==> src/rtl/simple_uart_tx_arbiter.sv <==
// rtl/simple_uart_tx_arbiter.sv - round-robin byte arbiter pacing writes into the simple_uart transmitter
// Optional packet lock when SIMPLE_UART_ARB_LOCK_EN is defined.
module simple_uart_tx_arbiter #(
   parameter int NB_REQ      = 4,
   parameter int SYSTEM_FREQ = 50_000_000,
   parameter int BAUD_RATE   = 9600
) (
   input  logic                      clock,
   input  logic                      arst_n,
   input  logic [NB_REQ-1:0]         req_valid,
   input  logic [8*NB_REQ-1:0]       req_data,
   input  logic [NB_REQ-1:0]         req_last,
   output logic [NB_REQ-1:0]         req_ready,
   output logic [7:0]                tx_value,
   output logic                      tx_value_write,
   output logic [$clog2(NB_REQ)-1:0] grant_id,
   output logic                      busy
);

   localparam int GW          = $clog2(NB_REQ);
   localparam int CHAR_CYCLES = 10 * (SYSTEM_FREQ / BAUD_RATE);
   localparam int CW          = $clog2(CHAR_CYCLES);

   typedef enum logic [1:0] {IDLE, SEND, WAIT} state_t;

   state_t        state;
   logic [CW-1:0] gap_cnt;
   logic [GW-1:0] pick;
   logic          pick_ok;

`ifdef SIMPLE_UART_ARB_LOCK_EN
   logic          lock_on;
   logic [GW-1:0] lock_id;
`else
   logic          unused_last;
   assign unused_last = ^req_last;
`endif

   // First valid requester after the previous grant, wrapping around.
   always_comb begin
      pick    = grant_id;
      pick_ok = 1'b0;
      for (int k = 1; k <= NB_REQ; k++) begin
         if (!pick_ok && req_valid[(int'(grant_id) + k) % NB_REQ]) begin
            pick    = GW'((int'(grant_id) + k) % NB_REQ);
            pick_ok = 1'b1;
         end
      end
`ifdef SIMPLE_UART_ARB_LOCK_EN
      if (lock_on) begin
         pick    = lock_id;
         pick_ok = req_valid[lock_id];
      end
`endif
   end

   always_comb begin
      req_ready = '0;
      if (arst_n && state == IDLE && pick_ok)
         req_ready[pick] = 1'b1;
   end

   always_ff @(posedge clock or negedge arst_n) begin
      if (!arst_n) begin
         state          <= IDLE;
         gap_cnt        <= '0;
         tx_value       <= 8'h00;
         tx_value_write <= 1'b0;
         grant_id       <= GW'(NB_REQ - 1);
         busy           <= 1'b0;
`ifdef SIMPLE_UART_ARB_LOCK_EN
         lock_on        <= 1'b0;
         lock_id        <= '0;
`endif
      end else begin
         case (state)
            IDLE: begin
               if (pick_ok) begin
                  tx_value       <= req_data[8*int'(pick) +: 8];
                  grant_id       <= pick;
                  tx_value_write <= 1'b1;
                  busy           <= 1'b1;
                  state          <= SEND;
`ifdef SIMPLE_UART_ARB_LOCK_EN
                  lock_on        <= !req_last[pick];
                  lock_id        <= pick;
`endif
               end
            end
            SEND: begin
               tx_value_write <= 1'b0;
               gap_cnt        <= CW'(CHAR_CYCLES - 2);
               state          <= WAIT;
            end
            WAIT: begin
               // The UART has no busy flag, so the gap alone guarantees the character finished.
               if (gap_cnt == '0) begin
                  busy  <= 1'b0;
                  state <= IDLE;
               end else begin
                  gap_cnt <= gap_cnt - CW'(1);
               end
            end
            default: state <= IDLE;
         endcase
      end
   end

endmodule

==> config.mk <==
export PLATFORM = sky130hd
export DESIGN_NAME = simple_uart_tx_arbiter
export DESIGN_NICKNAME = d
export VERILOG_FILES = /design/src/rtl/simple_uart_tx_arbiter.sv
export SDC_FILE = /design/constraint.sdc
export NUM_CORES = 1
export LEC_CHECK = 0
export CAP_MARGIN = 25
export CORE_MARGIN = 2
export CORE_UTILIZATION = 55
export CTS_BUF_LIST = sky130_fd_sc_hd__clkbuf_2
export CTS_CLUSTER_DIAMETER = 100
export DETAILED_ROUTE_END_ITERATION = 12
export DONT_BUFFER_PORTS = 1
export PLACE_DENSITY = 0.73
export RECOVER_POWER = 100
export SLEW_MARGIN = 20
export SYNTH_ARGS = -nofsm -noshare
export SYNTH_HDL_FRONTEND = slang
export SYNTH_SLANG_ARGS = --single-unit
==> constraint.sdc <==
create_clock -name clock -period 2 [get_ports clock]
set_input_delay 0.3 -clock clock [delete_from_list [all_inputs] [get_ports clock]]
set_output_delay 0.3 -clock clock [all_outputs]
set_load 0.05 [all_outputs]
== After elaboration in Yosys (flattened, before gate mapping) ==
Index checks and enable logic that the tools add are counted.
Word-level totals
  flip-flop bits (word level): 30
  input bits: 42
  word-level logic and storage cells: 82
Cells by class
  add/sub/neg operators: 5
  $lt $le $gt $ge: 6
  equal/unequal tests: 5
  shift-type cells: 1
  muxes and demuxes: 32
  bitwise logic cells: 4
  reductions and logical operators: 23
Operators with widths (number)
  $pmux W16 S2: 1
  $shiftx A32 B6 Y8: 1
  $logic_not A16 Y1: 1
  $lt A3 B4 Y1 const B: 4
  $mux W16: 1
  $sub A16 B1 Y16 const B: 1
  $mux W1: 15
  $mux W2: 6
  $bmux W1 S2: 4
  $reduce_and A2 Y1: 4
  $reduce_or A2 Y1: 4
  $logic_and A1 B1 Y1: 6
  $ne A2 B2 Y1 const B: 3
  $pmux W2 S3: 1
  $reduce_bool A2 Y1: 3
  $add A2 B1 Y2 const B: 2
  $add A2 B2 Y2 const B: 2
  $and A1 B1 Y1 const A: 4
  $mux W4: 1
  $pmux W1 S2: 2
  $logic_not A1 Y1: 3
  $lt A2 B3 Y1 const B: 1
  $reduce_and A3 Y1: 1
  $demux W1 S2: 1
  other kinds (4): 4

== Longest topological paths before layout ==
Gate-level depths: netlist of run 1.
  word-level depth: 21
  mapped depth: 8
  mapped depth without buffers: 7

== Worst setup path after synthesis of run 1 ==
Ideal clock, no wire load.
  path kind: flip-flop to output port
  start: register grant_id[0]
  end: output port req_ready[2]
  arrival time: 3.014 ns
  required time: 1.700 ns
  setup slack: -1.314 ns
  cell stages (with the launch flop): 7
  buffers on the path: 2
  path through: dfstp_2 -> nor2b_1 -> o21a_1 -> clkbuf_1 -> nor3_1 -> buf_2 -> nor3b_1
On the way
  cells in the longest elaborated chain, start to end: 19
  elaborated cells on any way between the ends: 37
  classes of those cells: add/sub (4); order compare (2); mux (23); reduce/logical (8)
Ends and longest elaborated chain
  start, declared: RTL line 16  | output logic [$clog2(NB_REQ)-1:0] grant_id,
  start signal, assigned: RTL line 69  | grant_id <= GW'(NB_REQ - 1);
  start signal, assigned: RTL line 80  | grant_id <= pick;
  $add A2 B1 Y2: RTL line 44, 45
  $bmux W1 S2: RTL line 44  | if (!pick_ok && req_valid[(int'(grant_id) + k) % NB_REQ]) begin
  $mux W1 (implied by the code) (2 in a row): RTL line 44
  $mux W1: RTL line 44
  $logic_not A1 Y1: RTL line 44
  $logic_and A1 B1 Y1: RTL line 44
  $mux W1: RTL line 44
  $logic_not A1 Y1: RTL line 44
  [2 not listed]
  $logic_not A1 Y1: RTL line 44
  $logic_and A1 B1 Y1: RTL line 44
  $mux W2: RTL line 44
  $lt A2 B3 Y1 (implied by the code) / $ge A2 B1 Y1 (equally long branches): RTL line 60  | req_ready[pick] = 1'b1;
  $logic_and A1 B1 Y1 (implied by the code): RTL line 60
  $mux W1 (implied by the code): RTL line 60
  $demux W1 S2: RTL line 60
  $mux W4 *: RTL line 59  | if (arst_n && state == IDLE && pick_ok)
  end, declared: RTL line 13  | output logic [NB_REQ-1:0] req_ready,
Mark *: on every way between the ends. The rest lies on a longest branch, timed or not. The select of a mux whose other input is x is not followed.

== Worst setup path in the final report of run 1 ==
Ends and elaborated chain as after synthesis.

==> impl_results.html, run 1 <==
<table>
<tr><th>Metric</th><th>Value</th></tr>
<tr><th colspan="2">Floorplanning</th></tr>
<tr><td>Total I/O pin count</td><td>58</td></tr>
<tr><td>Die height</td><td>a little over 60 µm</td></tr>
<tr><td>Core region area</td><td>between 0.003 and 0.004 mm²</td></tr>
<tr><td>Rows</td><td>21</td></tr>
<tr><td>Die X-Extent</td><td>62.1 µm</td></tr>
<tr><td>Die area</td><td>0.00386 mm²</td></tr>
<tr><td>Initial Util</td><td>56.5%</td></tr>
<tr><th colspan="2">Setup path</th></tr>
<tr><td>Cell family with the largest share of critical-path delay</td><td>flip-flops</td></tr>
<tr><td>Launching element of the worst setup path</td><td>grant_id[0]</td></tr>
<tr><td>Endpoint arrival time on the critical path</td><td>roughly 2.0 ns</td></tr>
<tr><td>Critical path capture point type</td><td>output port</td></tr>
<tr><td>Cell with the largest stage delay on the worst path</td><td>sky130_fd_sc_hd__dfstp_4</td></tr>
<tr><td>CP startpoint kind</td><td>flop</td></tr>
<tr><td>Sequence of cells on the critical path</td><td>nor2b_4 -&gt; nor3_2 -&gt; buf_4 -&gt; a21oi_4 -&gt; buf_4 -&gt; nor3b_4 -&gt; buf_12</td></tr>
<tr><td>Setup slack, reg-to-reg</td><td>-0.09 ns</td></tr>
<tr><td>FF-to-FF Start</td><td>gap_cnt[3]</td></tr>
<tr><td>Buf+Inv Stages, Crit Path</td><td>3</td></tr>
<tr><td>Classification of the worst setup path</td><td>reg -&gt; out</td></tr>
<tr><td>Worst path required time</td><td>1.70 ns</td></tr>
<tr><td>Max Fanout on Critical Path</td><td>4</td></tr>
<tr><td>Maximum single-stage delay on the critical path</td><td>0.68 ns</td></tr>
<tr><td>Library cell appearing most often on the critical path</td><td>sky130_fd_sc_hd__buf_4</td></tr>
<tr><th colspan="2">CTS</th></tr>
<tr><td>Clk slew on worst S/H paths</td><td>roughly 0.17 ns</td></tr>
<tr><td>CTS Sinks</td><td>30</td></tr>
<tr><td>Clk buf depth</td><td>2</td></tr>
<tr><td>Latest clock arrival within the worst-skew pair</td><td>around 0.36 ns</td></tr>
<tr><td>Total CTS buffers</td><td>5</td></tr>
<tr><td>Number of H-tree branching levels</td><td>2</td></tr>
<tr><td>Clk Tree Root Cell</td><td>sky130_fd_sc_hd__clkbuf_2</td></tr>
<tr><td>CTS tree</td><td>yes</td></tr>
<tr><th colspan="2">Power and ir drop</th></tr>
<tr><td>Power spent charging and discharging nets</td><td>around 1700 µW</td></tr>
<tr><td>Maximum ir drop on the vdd rail</td><td>1100 µV</td></tr>
<tr><td>Power density normalized to cell area</td><td>1320 mW/mm²</td></tr>
<tr><td>LEAKAGE</td><td>0.000978 µW</td></tr>
<tr><td>Part of the total power dissipated in the clock network</td><td>slightly above 9%</td></tr>
<tr><td>Sequential share of power</td><td>38.4%</td></tr>
<tr><td>Switch share</td><td>50.9%</td></tr>
<tr><td>Part of the total power dissipated in combinational logic</td><td>between 50 and 60%</td></tr>
<tr><td>Internal power contribution</td><td>1610 µW</td></tr>
<tr><td>Final total power</td><td>3280 µW</td></tr>
<tr><th colspan="2">Min path</th></tr>
<tr><td>Path category of the worst min-delay check</td><td>in -&gt; reg</td></tr>
<tr><td>Startpoint of the tightest hold check path</td><td>req_data[25]</td></tr>
<tr><th colspan="2">Final layout</th></tr>
<tr><td>Final antenna diode count</td><td>0</td></tr>
<tr><td>Share of layout cells above drive strength 1</td><td>between 30% and 40%</td></tr>
<tr><td>Final Cell Area</td><td>around 0.0025 mm²</td></tr>
<tr><td>Net count reported at finish</td><td>approximately 300</td></tr>
<tr><td>Relative area change from synthesis to final layout</td><td>33.8%</td></tr>
<tr><td>Post-Route Utilization</td><td>75.6%</td></tr>
<tr><td>Number of filler instances in the final layout</td><td>240</td></tr>
<tr><th colspan="2">Synthesis</th></tr>
<tr><td>Dominant cell type by area after synthesis</td><td>sky130_fd_sc_hd__dfrtp_1</td></tr>
<tr><td>Commonest cells post-synth</td><td>sky130_fd_sc_hd__dfrtp_1 (28), sky130_fd_sc_hd__nand2_1 (23), sky130_fd_sc_hd__o21ai_0 (17), sky130_fd_sc_hd__nor2_1 (16), sky130_fd_sc_hd__o211ai_1 (10)</td></tr>
<tr><td>Number of synthesized flops with an enable pin</td><td>0</td></tr>
<tr><td>Net count of the mapped netlist</td><td>approximately 250</td></tr>
<tr><td>Mapped Avg Cell Area</td><td>a little under 9 µm²</td></tr>
<tr><td>Async set-reset flop share out of synthesis</td><td>100%</td></tr>
<tr><td>Most frequent cell after synthesis</td><td>sky130_fd_sc_hd__dfrtp_1</td></tr>
<tr><td>Predominant post-synthesis flop cell</td><td>sky130_fd_sc_hd__dfrtp_1</td></tr>
<tr><td>Sequential fraction of the synthesis area</td><td>40.6%</td></tr>
<tr><td>Register bit total from synthesis</td><td>30</td></tr>
<tr><td>Count of yosys warnings during synthesis</td><td>0</td></tr>
<tr><td>Area contributors post-synth</td><td>sky130_fd_sc_hd__dfrtp_1 (38%), sky130_fd_sc_hd__mux2i_1 (4.9%), sky130_fd_sc_hd__nand2_1 (4.6%)</td></tr>
<tr><td>Post-synthesis cell type count</td><td>43</td></tr>
<tr><td>Summed instance area of the synthesized netlist</td><td>0.00186 mm²</td></tr>
<tr><td>Number of cells produced by synthesis</td><td>209</td></tr>
<tr><td>Area share of the largest cell type after synthesis</td><td>37.7%</td></tr>
<tr><th colspan="2">Routing</th></tr>
<tr><td>Antenna-violating nets left</td><td>0</td></tr>
<tr><td>Vias post-DR</td><td>1884</td></tr>
<tr><td>Pre-antenna DRT Iters</td><td>4</td></tr>
<tr><td>Routed length per instance</td><td>between 15 and 20 µm</td></tr>
<tr><td>Drt via density</td><td>between 6 and 7</td></tr>
<tr><td>Drt initial violations</td><td>149</td></tr>
<tr><td>DRC violation count after routing</td><td>0</td></tr>
<tr><td>Total wirelength of the detailed-routed design</td><td>5260 µm</td></tr>
<tr><th colspan="2">Global routing</th></tr>
<tr><td>Gr ovfl total</td><td>0</td></tr>
<tr><td>Number of global-route vias before repair</td><td>a little under 2k</td></tr>
<tr><td>First-pass GRT wire length</td><td>8740 µm</td></tr>
<tr><td>GRT Util Overall</td><td>around 28%</td></tr>
<tr><td>Initial antenna violation count</td><td>0</td></tr>
<tr><td>Pin count of the biggest net entering global routing</td><td>31</td></tr>
<tr><th colspan="2">Timing</th></tr>
<tr><td>Shortest clock period the worst path allows after layout</td><td>2.28 ns</td></tr>
<tr><td>Setup violators final</td><td>14</td></tr>
<tr><td>Max Transition Viols Final</td><td>31</td></tr>
<tr><td>Post-route fraction of the period consumed by the critical path</td><td>114%</td></tr>
<tr><td>Final-report hold violation count</td><td>0</td></tr>
<tr><td>Measured slew at the worst slew-check pin</td><td>approximately 1.6 ns</td></tr>
<tr><td>Unrepaired setup endpoints after global routing</td><td>yes</td></tr>
<tr><td>Hold Worst Slack</td><td>0.155 ns</td></tr>
<tr><td>Maximum clock frequency</td><td>438 MHz</td></tr>
<tr><td>Worst Skew</td><td>approximately 0.0084 ns</td></tr>
<tr><td>Max-Slew Margin vs Limit</td><td>-8.41%</td></tr>
<tr><td>Final Worst Setup Slack</td><td>-0.281 ns</td></tr>
<tr><th colspan="2">Place</th></tr>
<tr><td>Post-DP Area</td><td>0.00224 mm²</td></tr>
<tr><td>Number of port buffers</td><td>0</td></tr>
<tr><td>RD Place Congestion</td><td>0.818</td></tr>
<tr><td>Post-DP HPWL</td><td>3640 µm</td></tr>
<tr><th colspan="2">Run</th></tr>
<tr><td>Number of max-cap violations</td><td>1</td></tr>
<tr><th colspan="2">Run status</th></tr>
<tr><td>Outcome</td><td>finished with violations</td></tr>
<tr><td>Violations in the final reports</td><td>max-capacitance violations, max-slew violations, negative setup slack</td></tr>
</table>
-- worst paths after layout --
kind                                      to  cells after the start
worst max-delay path            req_ready[2]                      7
worst min-delay path             tx_value[1]                      2
worst max register to register    gap_cnt[1]                      5
worst min register to register    gap_cnt[0]                      1
max in group asynchronous        tx_value[7]                      2
min in group asynchronous        gap_cnt[10]                      2
-- placed cells by master (no fill, tap or decap), types with 3 or more instances in the layout --
master	n
sky130_fd_sc_hd__a31oi_1	3
sky130_fd_sc_hd__and4_1	8
sky130_fd_sc_hd__buf_4	35
sky130_fd_sc_hd__buf_6	4
sky130_fd_sc_hd__clkbuf_2	6
sky130_fd_sc_hd__dfrtp_1	28
sky130_fd_sc_hd__inv_1	4
sky130_fd_sc_hd__mux2i_1	9
sky130_fd_sc_hd__nand2_1	22
sky130_fd_sc_hd__nand2b_1	4
sky130_fd_sc_hd__nand3_1	3
sky130_fd_sc_hd__nand4_1	3
sky130_fd_sc_hd__nor2_1	15
sky130_fd_sc_hd__nor2b_1	4
sky130_fd_sc_hd__nor3_1	5
sky130_fd_sc_hd__o211ai_1	10
sky130_fd_sc_hd__o21ai_0	15
sky130_fd_sc_hd__o31a_1	9
sky130_fd_sc_hd__or3_1	4
sky130_fd_sc_hd__or3_4	3
sky130_fd_sc_hd__xor2_1	4
-- flip-flops by register name, summed over array words and instances (netlist names) --
register and count:
tx_value_write 1, state 2, busy 1, grant_id 2
gap_cnt 16, tx_value 8
-- repair_timing --
item | 4_1_cts | 5_1_grt
resized for setup | 14 | 12
buffers inserted | 10 | 4
hold buffers | 2 | 0
pin swaps | 12 | 12
endpoints found under the setup margin | 16 | 22
hold endpoints to repair | 30 | 0
-- metrics by stage --
stage / instances / worst slack (ns) / setup TNS [ns]
after global routing: 299 / -0.358 / -4.78
after detailed placement: 277 / -0.0867 / -0.218
after floorplan: 209 / -0.338 / -0.685
after global placement: 277 / -0.0126 / -0.0330
final: 299 / -0.281 / -1.37
after CTS: 297 / -0.267 / -1.08
-- metal layers --
metal / wire (µm) / global-route usage (%)
met4: 192 / 13.1
met1: 2010 / 30.9
met3: 381 / 7.97
met2: 2680 / 50.4
met5: 0 / 0
-- area by class of cell --
| class | count | area, µm² | share of cell area, % |
|---|---|---|---|
| Clock buffer | 5 | 25.0 | 1.01 |
| Clock inverter | 3 | 16.3 | 0.655 |
| Inverter | 5 | 18.8 | 0.756 |
| Multi-Input combinational cell | 165 | 1230 | 49.7 |
| Sequential cell | 30 | 761 | 30.6 |
| Tap cell | 46 | 57.6 | 2.32 |
| Timing Repair Buffer | 45 | 370 | 14.9 |
-- logic make-up (layout without fill, tap and decap cells) --
logic type	after synthesis	after routing	share of synthesized area, %
adders and majority gates	1	1	0.674
buffers and inverters	14	58	2.90
DFF	30	30	40.6
muxes	9	9	4.85
xor gates and xnor gates	4	4	1.89
and+or+nand+nor	93	93	27.3
AOI/OAI and AO/OA	58	58	21.8
-- power by group through the flow --
stage                     Combinational, µW  Clock (µW)  Sequential [µW]
final                                  1720         302             1260
after global routing                   1880         342             1290
after CTS                              1690         309             1250
after detailed placement               1520           0             1270
after global placement                 1450           0             1260
after floorplan                        1040           0             1320
(Power assumes the default switching activity.)
==> inputs of run 2 (changes only) <==
Settings changed: GPL_ROUTABILITY_DRIVEN set to 0, SKIP_LAST_GASP set to 1.
==> run 2 against run 1 <==
Effect of this change:
- the run still ends with max-capacitance violations, max-slew violations, negative setup slack left
- utilization is 0.99 points higher
- critical path depth fell by 1
- combinational power is essentially flat
- count of clock-buffer cells in the layout did not move
- clock power increased by 46%
- worst hold slack lost 0.0018 ns
- largest power group unchanged
==> impl_results.html, run 2 (synthesis results as in run 1) <==
<table>
<tr><th>Metric</th><th>Value</th></tr>
<tr><th colspan="2">Final layout</th></tr>
<tr><td>Largest registers</td><td>gap_cnt (16), tx_value (8)</td></tr>
<tr><td>Final antenna diode count</td><td>0</td></tr>
<tr><td>Most frequent cells in the layout</td><td>sky130_fd_sc_hd__buf_4 (36), sky130_fd_sc_hd__dfrtp_1 (28), sky130_fd_sc_hd__nand2_1 (22)</td></tr>
<tr><td>Register with the highest flop count</td><td>gap_cnt</td></tr>
<tr><td>Most common cell after layout, fill and taps aside</td><td>sky130_fd_sc_hd__buf_4</td></tr>
<tr><td>Share of layout cells above drive strength 1</td><td>between 30% and 40%</td></tr>
<tr><td>Relative area change from synthesis to final layout</td><td>35.5%</td></tr>
<tr><td>Post-Route Utilization</td><td>76.6%</td></tr>
<tr><td>Flip-flop count of the largest register, all copies and words added</td><td>16</td></tr>
<tr><td>Number of filler instances in the final layout</td><td>between 200 and 250</td></tr>
<tr><td>Final Instance Count excl. Fillers</td><td>298</td></tr>
<tr><td>Net count reported at finish</td><td>294</td></tr>
<tr><th colspan="2">Routing</th></tr>
<tr><td>Routed length per instance</td><td>~17 µm</td></tr>
<tr><td>Drt initial violations</td><td>69</td></tr>
<tr><td>Total wirelength of the detailed-routed design</td><td>between 5000 and 6000 µm</td></tr>
<tr><td>Pre-antenna DRT Iters</td><td>4</td></tr>
<tr><td>Drt via density</td><td>6.16</td></tr>
<tr><td>Antenna-violating nets left</td><td>0</td></tr>
<tr><td>DRC violation count after routing</td><td>0</td></tr>
<tr><td>Vias post-DR</td><td>1836</td></tr>
<tr><th colspan="2">Timing</th></tr>
<tr><td>Shortest clock period the worst path allows after layout</td><td>between 2 and 2.5 ns</td></tr>
<tr><td>Final-report hold violation count</td><td>0</td></tr>
<tr><td>Maximum clock frequency</td><td>approximately 440 MHz</td></tr>
<tr><td>Worst Skew</td><td>0.00748 ns</td></tr>
<tr><td>Setup violators final</td><td>11</td></tr>
<tr><td>Post-route fraction of the period consumed by the critical path</td><td>114%</td></tr>
<tr><td>Max-Slew Margin vs Limit</td><td>-3.45%</td></tr>
<tr><td>Max Transition Viols Final</td><td>31</td></tr>
<tr><td>Unrepaired setup endpoints after global routing</td><td>yes</td></tr>
<tr><td>Measured slew at the worst slew-check pin</td><td>1.55 ns</td></tr>
<tr><td>Final Worst Setup Slack</td><td>-0.272 ns</td></tr>
<tr><th colspan="2">Power and ir drop</th></tr>
<tr><td>Part of the total power dissipated in the clock network</td><td>13.0%</td></tr>
<tr><td>Power density normalized to cell area</td><td>1350 mW/mm²</td></tr>
<tr><td>Final total power</td><td>3390 µW</td></tr>
<tr><td>Internal power contribution</td><td>1730 µW</td></tr>
<tr><td>Part of the total power dissipated in combinational logic</td><td>49.8%</td></tr>
<tr><td>Maximum ir drop on the vdd rail</td><td>around 1100 µV</td></tr>
<tr><td>Sequential share of power</td><td>a little under two fifths</td></tr>
<tr><td>Switch share</td><td>49.1%</td></tr>
<tr><td>LEAKAGE</td><td>0.000986 µW</td></tr>
<tr><td>Power spent charging and discharging nets</td><td>1670 µW</td></tr>
<tr><th colspan="2">Global routing</th></tr>
<tr><td>Pin count of the biggest net entering global routing</td><td>31</td></tr>
<tr><td>Gr ovfl total</td><td>0</td></tr>
<tr><td>Number of global-route vias before repair</td><td>1856</td></tr>
<tr><td>GRT Util Overall</td><td>27.4%</td></tr>
<tr><td>First-pass GRT wire length</td><td>8400 µm</td></tr>
<tr><td>Initial antenna violation count</td><td>0</td></tr>
<tr><th colspan="2">Place</th></tr>
<tr><td>Worst setup slack after placement</td><td>-0.107 ns</td></tr>
<tr><td>Post-DP HPWL</td><td>3640 µm</td></tr>
<tr><td>Number of cells after detailed placement</td><td>277</td></tr>
<tr><td>Number of port buffers</td><td>0</td></tr>
<tr><th colspan="2">Setup path</th></tr>
<tr><td>FF-to-FF Start</td><td>gap_cnt[3]</td></tr>
<tr><td>Setup slack, reg-to-reg</td><td>-0.08 ns</td></tr>
<tr><td>Max Fanout on Critical Path</td><td>4</td></tr>
<tr><td>R2R cell count</td><td>5</td></tr>
<tr><td>Worst path required time</td><td>1.70 ns</td></tr>
<tr><td>Critical path capture point type</td><td>output port</td></tr>
<tr><td>Classification of the worst setup path</td><td>reg -&gt; out</td></tr>
<tr><td>CP startpoint kind</td><td>flop</td></tr>
<tr><td>Endpoint arrival time on the critical path</td><td>1.97 ns</td></tr>
<tr><td>Launching element of the worst setup path</td><td>grant_id[0]</td></tr>
<tr><td>Worst Setup EP</td><td>req_ready[0]</td></tr>
<tr><td>RR Endpoint</td><td>gap_cnt[1]</td></tr>
<tr><th colspan="2">Min path</th></tr>
<tr><td>Path category of the worst min-delay check</td><td>in -&gt; reg</td></tr>
<tr><th colspan="2">CTS</th></tr>
<tr><td>Clk Tree Root Cell</td><td>sky130_fd_sc_hd__clkbuf_2</td></tr>
<tr><td>CTS Sinks</td><td>30</td></tr>
<tr><td>Latest clock arrival within the worst-skew pair</td><td>0.36 ns</td></tr>
<tr><td>Clk slew on worst S/H paths</td><td>0.17 ns</td></tr>
<tr><td>Clk buf depth</td><td>2</td></tr>
<tr><td>CTS tree</td><td>yes</td></tr>
<tr><td>Total CTS buffers</td><td>5</td></tr>
<tr><td>Number of H-tree branching levels</td><td>2</td></tr>
<tr><th colspan="2">Run</th></tr>
<tr><td>Number of max-cap violations</td><td>1</td></tr>
<tr><th colspan="2">Floorplanning</th></tr>
<tr><td>Core region area</td><td>0.00328 mm²</td></tr>
<tr><td>Die X-Extent</td><td>62.1 µm</td></tr>
<tr><td>Die area</td><td>0.00386 mm²</td></tr>
<tr><td>Die height</td><td>62.1 µm</td></tr>
<tr><td>Initial Util</td><td>56.5%</td></tr>
<tr><td>Rows</td><td>21</td></tr>
<tr><td>Total I/O pin count</td><td>58</td></tr>
<tr><th colspan="2">Run status</th></tr>
<tr><td>Outcome</td><td>finished with violations</td></tr>
<tr><td>Violations in the final reports</td><td>max-capacitance violations, max-slew violations, negative setup slack</td></tr>
</table>
[run 2: layout make-up]
| type | instances | area (µm²) | area share, % |
|---|---|---|---|
| clock inverters | 3 | 45.0 | 1.79 |
| repair buffers | 44 | 370 | 14.7 |
| clock buffers | 5 | 25.0 | 0.995 |
| well taps | 46 | 57.6 | 2.29 |
| inverters | 5 | 18.8 | 0.746 |
| flip-flops and latches | 30 | 761 | 30.2 |
| multi-input cells | 165 | 1240 | 49.2 |
[run 2: metrics by stage]
step	TNS (ns)	instance area (µm²)	hold WS (ns)
CTS	-1.25	2440	0.139
global route	-5.65	2520	0.129
floorplan	-0.685	1980	0.00441
global placement	-0.0233	2240	0.00518
finish	-1.19	2520	0.153
detailed placement	-0.171	2240	0.00523
[run 2: how the worst min path moves through the flow]
stage	start	endpoint	slack, ns	depth (start not counted)
global route	req_data[28]	tx_value[4]	0.13	2
floorplan	arst_n	busy	0.004	0
detailed placement	arst_n	gap_cnt[14]	0.005	0
CTS	req_data[29]	tx_value[5]	0.14	2
global placement	arst_n	gap_cnt[15]	0.005	0
finish	req_data[29]	tx_value[5]	0.15	2
[run 2: routing by layer]
layer | GRT usage (%) | up-vias | part of all wire, %
met1 | 30.0 | 894 | 39
met4 | 10.0 | 0 | 1.5
met2 | 50.0 | 58 | 54
met3 | 8.15 | 8 | 5.6
li1 | - | 876 | -
met5 | 0 | - | 0
[run 2: worst max-delay path: stages (launching register included)]
cell	delay, ns
sky130_fd_sc_hd__dfstp_4	0.69
sky130_fd_sc_hd__nor2b_4	0.05
sky130_fd_sc_hd__o21bai_4	0.18
sky130_fd_sc_hd__a21oi_4	0.17
sky130_fd_sc_hd__nand3_2	0.13
sky130_fd_sc_hd__nor4_4	0.21
sky130_fd_sc_hd__buf_12	0.18
[run 2: power groups by stage]
stage / Combinational (µW) / Clock [µW] / Sequential, µW
global placement: 1440 / 0 / 1270
global route: 1830 / 481 / 1290
floorplan: 1040 / 0 / 1320
finish: 1690 / 441 / 1260
detailed placement: 1500 / 0 / 1270
CTS: 1620 / 446 / 1260
[run 2: what timing repair did]
item                                    in CTS  in global routing
resized for setup                           10                 12
hold buffers                                 2                  0
pin swaps                                    9                  8
hold endpoints to repair                    30                  0
endpoints found under the setup margin      10                 28
setup buffers                                6                  5
==> inputs of run 3 (changes only) <==
Settings changed: HOLD_SLACK_MARGIN set to 0.12.
==> results of run 3 <==
The final DEF is identical to that of run 2; final timing and power are the same.
